File: src/rtl/memory_arbiter_if.sv
// Requester ports and memory bus of the two-port memory arbiter.
// The slave modport is the arbiter's view; master is the requester/memory side.
interface memory_arbiter_if;
  logic        P_Req, P_Write;
  logic [31:0] P_Address, P_Data_In, P_Data_Out;
  logic        P_Done, P_Error;
  logic        D_Req, D_Write;
  logic [31:0] D_Address, D_Data_In, D_Data_Out;
  logic        D_Done, D_Error;
  logic [31:0] MEM_Address, MEM_Data_In, MEM_Data_Out;
  logic [1:0]  MEM_r_w_z_z;
  logic        MEM_MFC, MEM_ERROR;
  logic [1:0]  Grant;

  modport slave (
    input  P_Req, P_Write, P_Address, P_Data_In,
    output P_Data_Out, P_Done, P_Error,
    input  D_Req, D_Write, D_Address, D_Data_In,
    output D_Data_Out, D_Done, D_Error,
    output MEM_Address, MEM_Data_In, MEM_r_w_z_z, Grant,
    input  MEM_Data_Out, MEM_MFC, MEM_ERROR
  );

  modport master (
    output P_Req, P_Write, P_Address, P_Data_In,
    input  P_Data_Out, P_Done, P_Error,
    output D_Req, D_Write, D_Address, D_Data_In,
    input  D_Data_Out, D_Done, D_Error,
    input  MEM_Address, MEM_Data_In, MEM_r_w_z_z, Grant,
    output MEM_Data_Out, MEM_MFC, MEM_ERROR
  );
endinterface

File: src/rtl/memory_arbiter.sv
// Round-robin arbiter between processor and debug requesters for a shared
// memory bus, with MFC wait, error/timeout reporting and a turnaround cycle.
module memory_arbiter #(
  parameter int TIMEOUT_CYCLES = 255
) (
  input  logic             Clock,
  input  logic             Reset,
  memory_arbiter_if.slave  bus
);
  typedef enum logic [1:0] {IDLE, ACCESS, RELEASE} state_t;

  localparam logic [1:0]  RW_IDLE  = 2'b10;
  localparam logic [15:0] CNT_LAST = 16'(TIMEOUT_CYCLES - 1);

  state_t      state_q;
  logic [31:0] addr_q, wdata_q, p_dout_q, d_dout_q;
  logic [1:0]  rw_q, grant_q;
  logic        last_q;   // 1: debug was granted most recently
  logic        owner_q;  // 1: debug owns the current access
  logic        write_q;
  logic [15:0] cnt_q;
  logic        p_done_q, p_err_q, d_done_q, d_err_q;

  logic pick_d_d, fin_d, fail_d;

  // Debug wins when it is alone, or on a tie when the processor went last.
  assign pick_d_d = bus.D_Req && (!bus.P_Req || !last_q);

  always_comb begin
    fin_d  = 1'b0;
    fail_d = 1'b0;
    if (bus.MEM_ERROR) begin
      fin_d  = 1'b1;
      fail_d = 1'b1;
    end else if (bus.MEM_MFC) begin
      fin_d  = 1'b1;
    end else if (cnt_q == CNT_LAST) begin
      fin_d  = 1'b1;
      fail_d = 1'b1;
    end
  end

  always_ff @(posedge Clock) begin
    if (Reset) begin
      state_q  <= IDLE;
      addr_q   <= '0;
      wdata_q  <= '0;
      rw_q     <= RW_IDLE;
      grant_q  <= 2'b00;
      last_q   <= 1'b1;
      owner_q  <= 1'b0;
      write_q  <= 1'b0;
      cnt_q    <= '0;
      p_done_q <= 1'b0;
      p_err_q  <= 1'b0;
      d_done_q <= 1'b0;
      d_err_q  <= 1'b0;
      p_dout_q <= '0;
      d_dout_q <= '0;
    end else begin
      p_done_q <= 1'b0;
      p_err_q  <= 1'b0;
      d_done_q <= 1'b0;
      d_err_q  <= 1'b0;
      case (state_q)
        IDLE: begin
          if (bus.P_Req || bus.D_Req) begin
            owner_q <= pick_d_d;
            last_q  <= pick_d_d;
            addr_q  <= pick_d_d ? bus.D_Address : bus.P_Address;
            wdata_q <= pick_d_d ? bus.D_Data_In : bus.P_Data_In;
            write_q <= pick_d_d ? bus.D_Write   : bus.P_Write;
            rw_q    <= {1'b0, pick_d_d ? bus.D_Write : bus.P_Write};
            grant_q <= pick_d_d ? 2'b10 : 2'b01;
            cnt_q   <= '0;
            state_q <= ACCESS;
          end
        end
        ACCESS: begin
          if (fin_d) begin
            if (owner_q) begin
              d_done_q <= 1'b1;
              d_err_q  <= fail_d;
            end else begin
              p_done_q <= 1'b1;
              p_err_q  <= fail_d;
            end
            if (!fail_d && !write_q) begin
              if (owner_q) d_dout_q <= bus.MEM_Data_Out;
              else         p_dout_q <= bus.MEM_Data_Out;
            end
            rw_q    <= RW_IDLE;
            grant_q <= 2'b00;
            state_q <= RELEASE;
          end else begin
            cnt_q <= cnt_q + 16'd1;
          end
        end
        RELEASE: state_q <= IDLE;
        default: state_q <= IDLE;
      endcase
    end
  end

  assign bus.MEM_Address = addr_q;
  assign bus.MEM_Data_In = wdata_q;
  assign bus.MEM_r_w_z_z = rw_q;
  assign bus.Grant       = grant_q;
  assign bus.P_Data_Out  = p_dout_q;
  assign bus.P_Done      = p_done_q;
  assign bus.P_Error     = p_err_q;
  assign bus.D_Data_Out  = d_dout_q;
  assign bus.D_Done      = d_done_q;
  assign bus.D_Error     = d_err_q;
endmodule

File: src/flat_wrapper.sv
// flat-port wrapper written by rule: the top's interface ports become plain ports
module memory_arbiter_flat 
#(
  parameter int TIMEOUT_CYCLES = 255
)
  (Clock, Reset, bus_P_Req, bus_P_Write, bus_P_Address, bus_P_Data_In, bus_P_Data_Out, bus_P_Done, bus_P_Error, bus_D_Req, bus_D_Write, bus_D_Address, bus_D_Data_In, bus_D_Data_Out, bus_D_Done, bus_D_Error, bus_MEM_Address, bus_MEM_Data_In, bus_MEM_r_w_z_z, bus_Grant, bus_MEM_Data_Out, bus_MEM_MFC, bus_MEM_ERROR);
  memory_arbiter_if bus_i ();
  input  logic Clock;
  input  logic Reset;
  input wire logic [$bits(bus_i.P_Req)-1:0] bus_P_Req;
  input wire logic [$bits(bus_i.P_Write)-1:0] bus_P_Write;
  input wire logic [$bits(bus_i.P_Address)-1:0] bus_P_Address;
  input wire logic [$bits(bus_i.P_Data_In)-1:0] bus_P_Data_In;
  output wire logic [$bits(bus_i.P_Data_Out)-1:0] bus_P_Data_Out;
  output wire logic [$bits(bus_i.P_Done)-1:0] bus_P_Done;
  output wire logic [$bits(bus_i.P_Error)-1:0] bus_P_Error;
  input wire logic [$bits(bus_i.D_Req)-1:0] bus_D_Req;
  input wire logic [$bits(bus_i.D_Write)-1:0] bus_D_Write;
  input wire logic [$bits(bus_i.D_Address)-1:0] bus_D_Address;
  input wire logic [$bits(bus_i.D_Data_In)-1:0] bus_D_Data_In;
  output wire logic [$bits(bus_i.D_Data_Out)-1:0] bus_D_Data_Out;
  output wire logic [$bits(bus_i.D_Done)-1:0] bus_D_Done;
  output wire logic [$bits(bus_i.D_Error)-1:0] bus_D_Error;
  output wire logic [$bits(bus_i.MEM_Address)-1:0] bus_MEM_Address;
  output wire logic [$bits(bus_i.MEM_Data_In)-1:0] bus_MEM_Data_In;
  output wire logic [$bits(bus_i.MEM_r_w_z_z)-1:0] bus_MEM_r_w_z_z;
  output wire logic [$bits(bus_i.Grant)-1:0] bus_Grant;
  input wire logic [$bits(bus_i.MEM_Data_Out)-1:0] bus_MEM_Data_Out;
  input wire logic [$bits(bus_i.MEM_MFC)-1:0] bus_MEM_MFC;
  input wire logic [$bits(bus_i.MEM_ERROR)-1:0] bus_MEM_ERROR;
  assign bus_i.P_Req = bus_P_Req;
  assign bus_i.P_Write = bus_P_Write;
  assign bus_i.P_Address = bus_P_Address;
  assign bus_i.P_Data_In = bus_P_Data_In;
  assign bus_P_Data_Out = bus_i.P_Data_Out;
  assign bus_P_Done = bus_i.P_Done;
  assign bus_P_Error = bus_i.P_Error;
  assign bus_i.D_Req = bus_D_Req;
  assign bus_i.D_Write = bus_D_Write;
  assign bus_i.D_Address = bus_D_Address;
  assign bus_i.D_Data_In = bus_D_Data_In;
  assign bus_D_Data_Out = bus_i.D_Data_Out;
  assign bus_D_Done = bus_i.D_Done;
  assign bus_D_Error = bus_i.D_Error;
  assign bus_MEM_Address = bus_i.MEM_Address;
  assign bus_MEM_Data_In = bus_i.MEM_Data_In;
  assign bus_MEM_r_w_z_z = bus_i.MEM_r_w_z_z;
  assign bus_Grant = bus_i.Grant;
  assign bus_i.MEM_Data_Out = bus_MEM_Data_Out;
  assign bus_i.MEM_MFC = bus_MEM_MFC;
  assign bus_i.MEM_ERROR = bus_MEM_ERROR;
  memory_arbiter #(.TIMEOUT_CYCLES(TIMEOUT_CYCLES)) u_core (.Clock(Clock), .Reset(Reset), .bus(bus_i));
endmodule
File: config.mk
export PLATFORM = sky130hd
export DESIGN_NAME = memory_arbiter_flat
export DESIGN_NICKNAME = d
export VERILOG_FILES = /design/src/rtl/memory_arbiter_if.sv /design/src/rtl/memory_arbiter.sv /design/src/flat_wrapper.sv
export SDC_FILE = /design/constraint.sdc
export NUM_CORES = 1
export LEC_CHECK = 0
export CAP_MARGIN = 20
export CELL_PAD_IN_SITES_DETAIL_PLACEMENT = 0
export CELL_PAD_IN_SITES_GLOBAL_PLACEMENT = 1
export CORE_MARGIN = 3
export CORE_UTILIZATION = 30
export CTS_CLUSTER_DIAMETER = 100
export DETAILED_ROUTE_END_ITERATION = 8
export GPL_ROUTABILITY_DRIVEN = 0
export PLACE_DENSITY = 0.81
export RECOVER_POWER = 50
export SYNTH_ARGS = -nofsm -noshare
export SYNTH_HDL_FRONTEND = slang
export SYNTH_SLANG_ARGS = --single-unit
File: constraint.sdc
create_clock -name Clock -period 3.39 [get_ports Clock]
set_clock_uncertainty 0.05 [all_clocks]
set_input_delay 0.678 -clock Clock [delete_from_list [all_inputs] [get_ports Clock]]
set_output_delay 0.678 -clock Clock [all_outputs]
set_load 0.02 [all_outputs]
==> results.py, run 1 <==
metrics = {
    "sta": {
        "fin_crit_ns": 2.73,
        "fin_ws_ns": 0.658,
        "hold_viol_final": 0,
        "tns_ns": 0,
        "setup_viol": 0,
        "rsz0062_at_grt": "no",
        "slew_viol_final": 0,
        "post-route-period-util_pct": 80.6,
        "worst_pin_slew_ns": 1.28,
        "max-slew-margin-rel_pct": 14.4,
        "max_freq_ghz": 0.366,
    },
    "floorplanning": {
        "die_y_um": 147,
        "rows": 50,
        "io_pins": 304,
        "die_width_um": 147,
        "fp.dieArea_um2": 21500,
        "core-area_um2": 19000,
        "start_util_pct": 31.1,
    },
    "route": {
        "via_count": 6019,
        "wl_um": 20700,
        "antenna_left": 0,
        "vias_per_cell": 4.87,
        "dr.pass1.iters": 7,
        "first_iter_violations": 413,
        "drc": 0,
        "routedWlPerCell_um": 16.8,
    },
    "clock_network": {
        "cts_tree": "done",
        "path_clk_slew_ns": 0.06,
        "ctsHoldBuffers": 0,
        "ctsResizeCount": 0,
        "cts.sinks": 157,
        "post_cts_buffers": 0,
        "clockBufferDepth": 2,
        "root_buffer": "clkbuf_16",
        "cts_htree_levels": 4,
        "clock_latency_ns": 0.41,
        "numCtsBuffers": 17,
    },
    "power_and_ir_drop": {
        "power_uw": 4750,
        "p_int_uw": 3470,
        "leakage_uw": 0.00372,
        "power.share.switching_pct": 27.0,
        "ir_drop_v": 0.000339,
        "p_clk_share_pct": 40.8,
        "p_seq_share_pct": 42.0,
        "comb_power_share_pct": 17.2,
        "switchingPower_uw": 1280,
        "power_density_nw_per_um2": 487,
    },
    "synth": {
        "yosysUniqueCellTypes": 36,
        "synthMuxAreaShare_pct": 0.169,
        "synth_top_family_by_area": "compound AO/OA/AOI/OAI gates",
        "yosysWarnings": 0,
        "synthCells": 689,
        "syn_nets": 859,
        "synth_seq_cells": 157,
        "yosys.area_share.simple_pct": 20.3,
        "ys_seq_area_share_pct": 53.1,
        "synth_area_per_cell_um2": 8.59,
        "synthAdderAreaFrac_pct": 0.423,
        "synth-xor-area-share_pct": 0.148,
        "synth-compound-area-share_pct": 21.6,
        "syn_area_um2": 5920,
    },
    "setup_path": {
        "start_kind": "primary input",
        "cpPeakStageDelay_ns": 0.90,
        "reg2reg_from": "u_core.state_q[1]",
        "worstSetupPathType": "primary input to register",
        "crit_path_end_kind": "register",
        "rrSetupSlack_ns": 0.68,
        "critPathArrivalTime_ns": 3.03,
        "r2r-end": "u_core.bus.MEM_Address[18]",
        "crit_path_top_delay_cell": "and3_1",
        "cp_cell_sequence": "clkdlybuf4s50_1 -> nand2_1 -> and3_1 -> clkbuf_2 -> a222oi_1 -> nor2_1",
        "worstRegToRegCells": 5,
        "critPathMaxFanout": 28,
        "crit_required_ns": 3.69,
    },
    "layout": {
        "layout_common_cells": "180 x clkdlybuf4s50_1, 173 x nand2_1, 157 x dfxtp_1",
        "areaGrowthSynthToFinish_pct": 64.9,
        "regArea_um2": 3140,
        "fillers": 1852,
        "n_antenna_cell": 0,
        "nNetsFinal": 1133,
        "multi_input_area_um2": 2550,
        "layout_commonest_cell": "clkdlybuf4s50_1",
        "drive_gt1_share_pct": 4.92,
    },
    "hold_path": {
        "min_path_type": "register to register",
        "hold_path_depth": 2,
        "whs_endpoint": "u_core.bus.MEM_Data_In[21]",
        "min_from": "u_core.bus.MEM_Data_In[21]",
    },
    "global_route": {
        "antenna_found_initial": 0,
        "grt_overflow": 0,
        "grt_max_degree": 114,
        "grt_use_total_pct": 18.6,
        "grt_first_pass_wirelength_um": 32200,
        "grt_pass1_vias": 5846,
    },
    "placed_design": {
        "io_buffer_count": 303,
        "hpwl_um": 14600,
        "place_ws_ns": 0.568,
    },
    "run_status": {
        "status": "completed",
    },
    "run": {
        "cap_violations": 0,
    },
}
==> power groups by stage <==
stage | combinational (uW) | sequential (uW) | clock [uW]
after global placement | 852 | 2040 | 0
after floorplan | 260 | 2150 | 0
after global routing | 875 | 2010 | 2070
after detailed placement | 854 | 2040 | 0
final | 816 | 2000 | 1940
after CTS | 856 | 2000 | 2000
==> layer usage <==
| layer | routed length [um] | up-vias | track usage (%) |
|---|---|---|---|
| met5 | 0 | - | 0 |
| met4 | 222 | 0 | 4.70 |
| met3 | 1950 | 16 | 7.39 |
| met2 | 9910 | 235 | 31.4 |
| met1 | 8670 | 2749 | 22.0 |
| li1 | - | 3019 | - |
==> how the worst max path moves through the flow <==
stage	start	to	slack, ns
5_1_grt	u_core.state_q[1]	u_core.bus.MEM_Address[22]	0.49
2_1_floorplan	bus_MEM_ERROR	u_core.cnt_q[15]	1.31
3_5_place_dp	bus_MEM_ERROR	u_core.cnt_q[6]	0.57
3_3_place_gp	bus_MEM_ERROR	u_core.cnt_q[15]	0.61
4_1_cts	bus_MEM_ERROR	u_core.cnt_q[6]	1.02
6_report	bus_P_Req	u_core.bus.MEM_Address[18]	0.66
==> synth_stat cells <==
| cell | n | area, um^2 |
|---|---|---|
| a211o_1 | 2 | 17.5 |
| a211oi_1 | 1 | 7.51 |
| a21o_1 | 1 | 7.51 |
| a21oi_1 | 81 | 405 |
| a222oi_1 | 34 | 340 |
| a22oi_1 | 31 | 233 |
| a31oi_1 | 2 | 12.5 |
| and2_1 | 2 | 12.5 |
| and3_1 | 3 | 18.8 |
| and4_1 | 3 | 26.3 |
| and4b_1 | 2 | 20.0 |
| buf_2 | 11 | 55.1 |
| clkbuf_1 | 48 | 180 |
| dfxtp_1 | 157 | 3140 |
| ha_1 | 2 | 25.0 |
| inv_1 | 5 | 18.8 |
| mux2i_1 | 1 | 10.0 |
| nand2_1 | 173 | 649 |
| nand2b_1 | 5 | 31.3 |
| nand3_1 | 4 | 20.0 |
| nand4_1 | 8 | 50.1 |
| nand4_4 | 1 | 21.3 |
| nor2_1 | 37 | 139 |
| nor3_1 | 4 | 20.0 |
| nor4_1 | 5 | 31.3 |
| nor4_2 | 2 | 25.0 |
| nor4b_4 | 1 | 23.8 |
| o211ai_1 | 5 | 37.5 |
| o21ai_0 | 7 | 35.0 |
| o21ai_1 | 28 | 140 |
| o22ai_1 | 1 | 6.26 |
| o31ai_1 | 5 | 37.5 |
| or2_1 | 1 | 6.26 |
| or3_1 | 5 | 31.3 |
| or4_1 | 10 | 75.1 |
| xnor2_1 | 1 | 8.76 |
==> flip-flops by register name, summed over array words and instances (netlist names) <==
register                count
u_core.bus.P_Error          1
u_core.owner_q              1
u_core.bus.D_Error          1
u_core.state_q              2
u_core.cnt_q               16
u_core.write_q              1
u_core.last_q               1
u_core.bus.MEM_Data_In     32
u_core.bus.MEM_Address     32
u_core.bus.Grant            2
u_core.bus.D_Done           1
u_core.bus.MEM_r_w_z_z      2
u_core.bus.P_Done           1
u_core.bus.P_Data_Out      32
u_core.bus.D_Data_Out      32
==> critical path, delay by kind of cell <==
family                 cells  cell delay, ns
AND/OR/NAND/NOR            3            1.09
buffers and inverters      2            1.06
AO/OA/AOI/OAI              1            0.18
==> cell families after synthesis <==
kind of cell / after synthesis
and+or+nand+nor: 266
buffers and inverters: 64
DFF: 157
muxes: 1
adders and majority gates: 2
AOI/OAI and AO/OA: 198
xor gates and xnor gates: 1
==> metrics by stage <==
stage | hold slack (ns) | utilization [%] | cells | cell area, um^2
after floorplan | 0.366 | - | 689 | 5920
after global placement | 0.386 | 48.2 | 1204 | 9170
after detailed placement | 0.392 | 48.2 | 1204 | 9170
after CTS | 0.401 | 51.4 | 1236 | 9770
after global routing | 0.408 | 51.3 | 1236 | 9760
final | 0.392 | 51.3 | 1236 | 9760
==> final cells by class <==
type	instances	share of cell area, %
multi-input combinational	468	26.1
clock inverter	13	1.56
inverter	5	0.192
sequential	157	32.2
clock buffer	19	4.54
timing repair buffer	314	32.1
tap	260	3.33
Note: power is estimated with default switching activity, not from simulation.
==> run 2, diff against run 1 <==
- CORE_UTILIZATION: 30 -> 28
- PLACE_DENSITY: 0.81 -> 0.76
- clock period: 3.39 -> 2.8 ns (I/O delays scaled with it)
==> run 2 against run 1 <==
  * Worst hold slack better by 0.0045 ns
  * First-iteration DRC count increased by 6.1%
  * Sequential share of layout area is 0.44 points lower
  * Register-to-register slack worse by 0.19 ns
  * Worst setup slack got worse by 0.21 ns
  * Clock-buffer cell count down 1
  * Routed wire length rose by 3.5%
  * Clock power grew 29%
  * Non-clock buffer count rose by 6
  * Utilization shrank 3.0 points
  * Critical path type unchanged
  * Largest cell class is now buffers
==> results.py, run 2 (same netlist as run 1, synthesis figures left out) <==
metrics = {
    "run_status": {
        "status": "completed",
    },
    "route": {
        "antenna_left": 0,
        "first_iter_violations": 438,
        "wl_um": 21500,
        "maxUsedRoutingLayer": "met4",
        "dr_wl_met3_um": 2500,
        "via_count": 6181,
        "routedWlPerCell_um": 17.2,
        "drc": 0,
        "wl_met1_um": 8230,
        "wl_met2_um": 10500,
        "dr.pass1.iters": 6,
        "vias_per_cell": 4.94,
    },
    "setup_path": {
        "crit_required_ns": 3.10,
        "cpPeakStageDelay_ns": 0.64,
        "critPathArrivalTime_ns": 2.65,
        "start_kind": "primary input",
        "worstRegToRegCells": 6,
        "crit_path_top_delay_cell": "dlygate4sd3_1",
        "crit_path_end_kind": "register",
        "worstSetupPathType": "primary input to register",
        "cp_cell_sequence": "dlygate4sd3_1 -> nor4b_4 -> clkbuf_1 -> nand4_1 -> or4_1 -> a21oi_1",
        "critPathMaxFanout": 8,
    },
    "clock_network": {
        "cts_tree": "done",
        "numCtsBuffers": 17,
        "cts.sinks": 157,
        "clockBufferDepth": 2,
        "cts_htree_levels": 4,
        "post_cts_buffers": 0,
        "clock_latency_ns": 0.42,
        "ctsHoldBuffers": 0,
        "ctsResizeCount": 0,
        "path_clk_slew_ns": 0.07,
        "root_buffer": "clkbuf_16",
    },
    "power_and_ir_drop": {
        "power_uw": 5950,
        "power_density_nw_per_um2": 601,
        "ir_drop_v": 0.000384,
        "leakage_uw": 0.00366,
    },
    "layout": {
        "layout_commonest_cell": "clkdlybuf4s50_1",
        "n_antenna_cell": 0,
        "nNetsFinal": 1139,
        "fillers": 2021,
        "drive_gt1_share_pct": 5.30,
        "layout_common_cells": "217 x clkdlybuf4s50_1, 173 x nand2_1, 157 x dfxtp_1",
        "stdcell_count": 1252,
        "post-route-util_pct": 48.3,
        "areaGrowthSynthToFinish_pct": 67.2,
    },
    "sta": {
        "hold_viol_final": 0,
        "rsz0062_at_grt": "no",
        "fin_crit_ns": 2.35,
        "max_freq_ghz": 0.426,
        "tns_ns": 0,
        "whs_ns": 0.396,
        "setup_viol": 0,
        "post-route-period-util_pct": 83.9,
        "worst_pin_slew_ns": 0.631,
        "slew_viol_final": 0,
        "max-slew-margin-rel_pct": 58.0,
    },
    "global_route": {
        "grt_max_degree": 124,
        "grt_pass1_vias": 5970,
        "grt_use_total_pct": 17.8,
        "grt_first_pass_wirelength_um": 32100,
        "grt_overflow": 0,
        "antenna_found_initial": 0,
    },
    "floorplanning": {
        "core-area_um2": 20500,
        "start_util_pct": 28.9,
        "die_width_um": 151,
        "rows": 52,
        "fp.dieArea_um2": 22900,
        "die_y_um": 151,
        "io_pins": 304,
    },
    "run": {
        "cap_violations": 0,
    },
    "hold_path": {
        "hold_path_depth": 2,
        "min_path_type": "register to register",
    },
    "placed_design": {
        "hpwl_um": 14900,
        "dp.cells": 1220,
        "io_buffer_count": 303,
    },
}
## run 2: cell types whose count changed in the layout (fill, tap and decap cells not counted), moves of 2 or more
cell | previous run | this run
dlygate4sd3_1 | 122 | 85
inv_8 | 1 | 3
o21ai_0 | 18 | 33
o21ai_1 | 17 | 2
clkbuf_1 | 1 | 4
clkdlybuf4s50_1 | 180 | 217
buf_12 | 2 | 5
## run 2: critical path: cells and delay by family
kind	cells	cell delay [ns]
compound gates	1	0.18
buf+inv	2	1.01
simple gates	3	0.89
## run 2: routing by layer
metal	GRT usage (%)	vias to the layer above
met5	0	-
met4	4.71	0
met3	7.90	18
met2	30.0	279
met1	20.7	2850
li1	-	3034
## run 2: stage by stage
stage | area, um^2 | worst slack [ns]
after floorplan | 5920 | 0.841
after global placement | 9280 | 0.304
after detailed placement | 9280 | 0.267
after CTS | 9920 | 0.700
after global routing | 9900 | 0.303
final | 9900 | 0.451
## run 2: final cells by class
cell class              instances  area, um^2  area share [%]
clock buffers                  18         439            4.44
flip-flops and latches        157        3140            31.7
repair buffers                320        3210            32.4
inverters                       5        18.8           0.190
multi-input cells             468        2550            25.8
well taps                     270         338            3.41
clock inverters                14         200            2.02
## run 2: where the power goes
part	total, uW	leakage, uW	internal [uW]	switching [uW]
Combinational	1020	0.00207	513	509
Clock	2510	0.000311	1470	1040
Sequential	2420	0.00128	2350	63.6
Total	5950	0.00366	4340	1610
## run 2: worst paths after layout
path,from,slack [ns],to
setup / recovery,bus_MEM_MFC,0.45,u_core.cnt_q[8]
hold / removal,u_core.bus.MEM_Address[16],0.40,u_core.bus.MEM_Address[16]
setup reg to reg,u_core.state_q[1],0.49,u_core.bus.MEM_Data_In[6]
hold reg to reg,u_core.bus.MEM_Address[16],0.40,u_core.bus.MEM_Address[16]
==> run 3, diff against run 2 <==
- clock period: 2.8 -> 2.3 ns (I/O delays scaled with it)
==> run 3 against run 2 <==
  * Worst hold slack worse by 0.028 ns
  * Critical path type unchanged
  * Largest power group unchanged
  * Die area stayed put
  * Cell area is 1.0% higher
==> results.py, run 3 (same netlist as run 1, synthesis figures left out) <==
metrics = {
    "layout": {
        "stdcell_count": 1260,
        "drive_gt1_share_pct": 5.97,
        "areaGrowthSynthToFinish_pct": 68.9,
        "multi_input_area_um2": 2550,
        "final_area_um2": 10000,
        "layout_common_cells": "288 x clkdlybuf4s50_1, 173 x nand2_1, 157 x dfxtp_1",
        "post-route-util_pct": 48.8,
        "nNetsFinal": 1146,
        "fillers": 1973,
        "regArea_um2": 3140,
        "layout_commonest_cell": "clkdlybuf4s50_1",
    },
    "floorplanning": {
        "core-area_um2": 20500,
        "die_y_um": 151,
        "start_util_pct": 28.9,
        "die_width_um": 151,
        "rows": 52,
        "fp.dieArea_um2": 22900,
        "io_pins": 304,
    },
    "placed_design": {
        "io_buffer_count": 303,
        "hpwl_um": 14800,
        "placed_area_um2": 9400,
        "dp.cells": 1227,
    },
    "sta": {
        "max-slew-margin-rel_pct": 41.1,
        "worst_pin_slew_ns": 0.883,
        "setup_viol": 0,
        "post-route-period-util_pct": 94.5,
        "max_freq_ghz": 0.460,
        "fin_crit_ns": 2.17,
        "tns_ns": 0,
        "rsz0062_at_grt": "no",
        "slew_viol_final": 0,
        "hold_viol_final": 0,
    },
    "global_route": {
        "grt_max_degree": 74,
        "grt_pass1_vias": 5982,
        "grt_use_total_pct": 17.5,
        "grt_first_pass_wirelength_um": 31600,
        "grt_overflow": 0,
        "antenna_found_initial": 1,
    },
    "setup_path": {
        "crit_path_end_kind": "register",
        "cpLargestDelayFamily": "buffers and inverters",
        "crit_required_ns": 2.60,
        "cp_cell_sequence": "dlygate4sd3_1 -> nor4b_4 -> clkbuf_1 -> nand2_1 -> or4_1 -> a21oi_1",
        "cpPeakStageDelay_ns": 0.60,
        "start_kind": "primary input",
        "crit_path_top_delay_cell": "dlygate4sd3_1",
        "cp.buffers_inverters": 2,
        "critPathMaxFanout": 8,
        "critPathArrivalTime_ns": 2.47,
        "worstSetupPathType": "primary input to register",
    },
    "power_and_ir_drop": {
        "ir_drop_v": 0.000470,
        "leakage_uw": 0.00349,
        "power_uw": 7370,
        "power_density_nw_per_um2": 737,
    },
    "route": {
        "first_iter_violations": 396,
        "vias_per_cell": 4.87,
        "drc": 0,
        "wl_um": 21000,
        "routedWlPerCell_um": 16.7,
        "antenna_left": 0,
        "via_count": 6138,
        "dr.pass1.iters": 5,
    },
    "clock_network": {
        "path_clk_slew_ns": 0.06,
        "cts_htree_levels": 4,
        "post_cts_buffers": 0,
        "ctsResizeCount": 0,
        "cts.sinks": 157,
        "cts_tree": "done",
        "clockBufferDepth": 2,
        "root_buffer": "clkbuf_16",
        "numCtsBuffers": 17,
        "clock_latency_ns": 0.42,
        "ctsHoldBuffers": 0,
    },
    "run_status": {
        "status": "completed",
    },
    "hold_path": {
        "min_path_type": "primary input to register",
    },
    "run": {
        "cap_violations": 0,
    },
}
[run 3: cell count changes in the layout (fill, tap and decap cells not counted), sizes merged, moves of 2 or more]
cell / delta
buf: +9
bufinv: +2
clkdlybuf4s50: +71
dlygate4sd3: -71
inv: -3
[run 3: final timing paths]
kind	from	end	slack, ns	depth (start not counted)
max	bus_MEM_MFC	u_core.cnt_q[6]	0.13	6
min	Reset	u_core.bus.MEM_Data_In[4]	0.37	2
max reg2reg	u_core.cnt_q[0]	u_core.cnt_q[7]	0.25	6
min reg2reg	u_core.bus.MEM_Data_In[6]	u_core.bus.MEM_Data_In[6]	0.39	2
[run 3: through the flow]
stage                     hold slack (ns)  setup slack, ns
after floorplan                     0.366            0.441
after global placement              0.385           0.0575
after detailed placement            0.391           0.0420
after CTS                           0.354            0.256
after global routing                0.360           0.0458
final                               0.368            0.127
[run 3: area by class of cell]
class / count / share of cell area (%)
Tap cell: 270 / 3.38
Clock buffer: 21 / 4.50
Inverter: 5 / 0.188
Multi-Input combinational cell: 468 / 25.6
Timing Repair Buffer: 327 / 32.9
Antenna cell: 1 / 0.0250
Clock inverter: 11 / 2.05
Sequential cell: 157 / 31.4
[run 3: worst reg2reg max path, stage by stage, from the launching register on]
cell and delay [ns]:
dfxtp_1 0.36, inv_1 0.07, ha_1 0.22, and4b_1 0.19
and4_1 0.36, or4_1 0.53, a21oi_1 0.17
[run 3: report_power, final]
group / internal (uW) / switching, uW
clock network: 1980 / 1170
logic: 660 / 613
registers: 2870 / 80.3
total: 5510 / 1870
[run 3: per-layer routing]
metal | wire length, um | track usage [%] | part of all wire, %
met1 | 8300 | 19.8 | 39
met2 | 9950 | 29.4 | 47
met3 | 2340 | 7.87 | 11
met4 | 438 | 5.71 | 2.1
met5 | 0 | 0 | 0
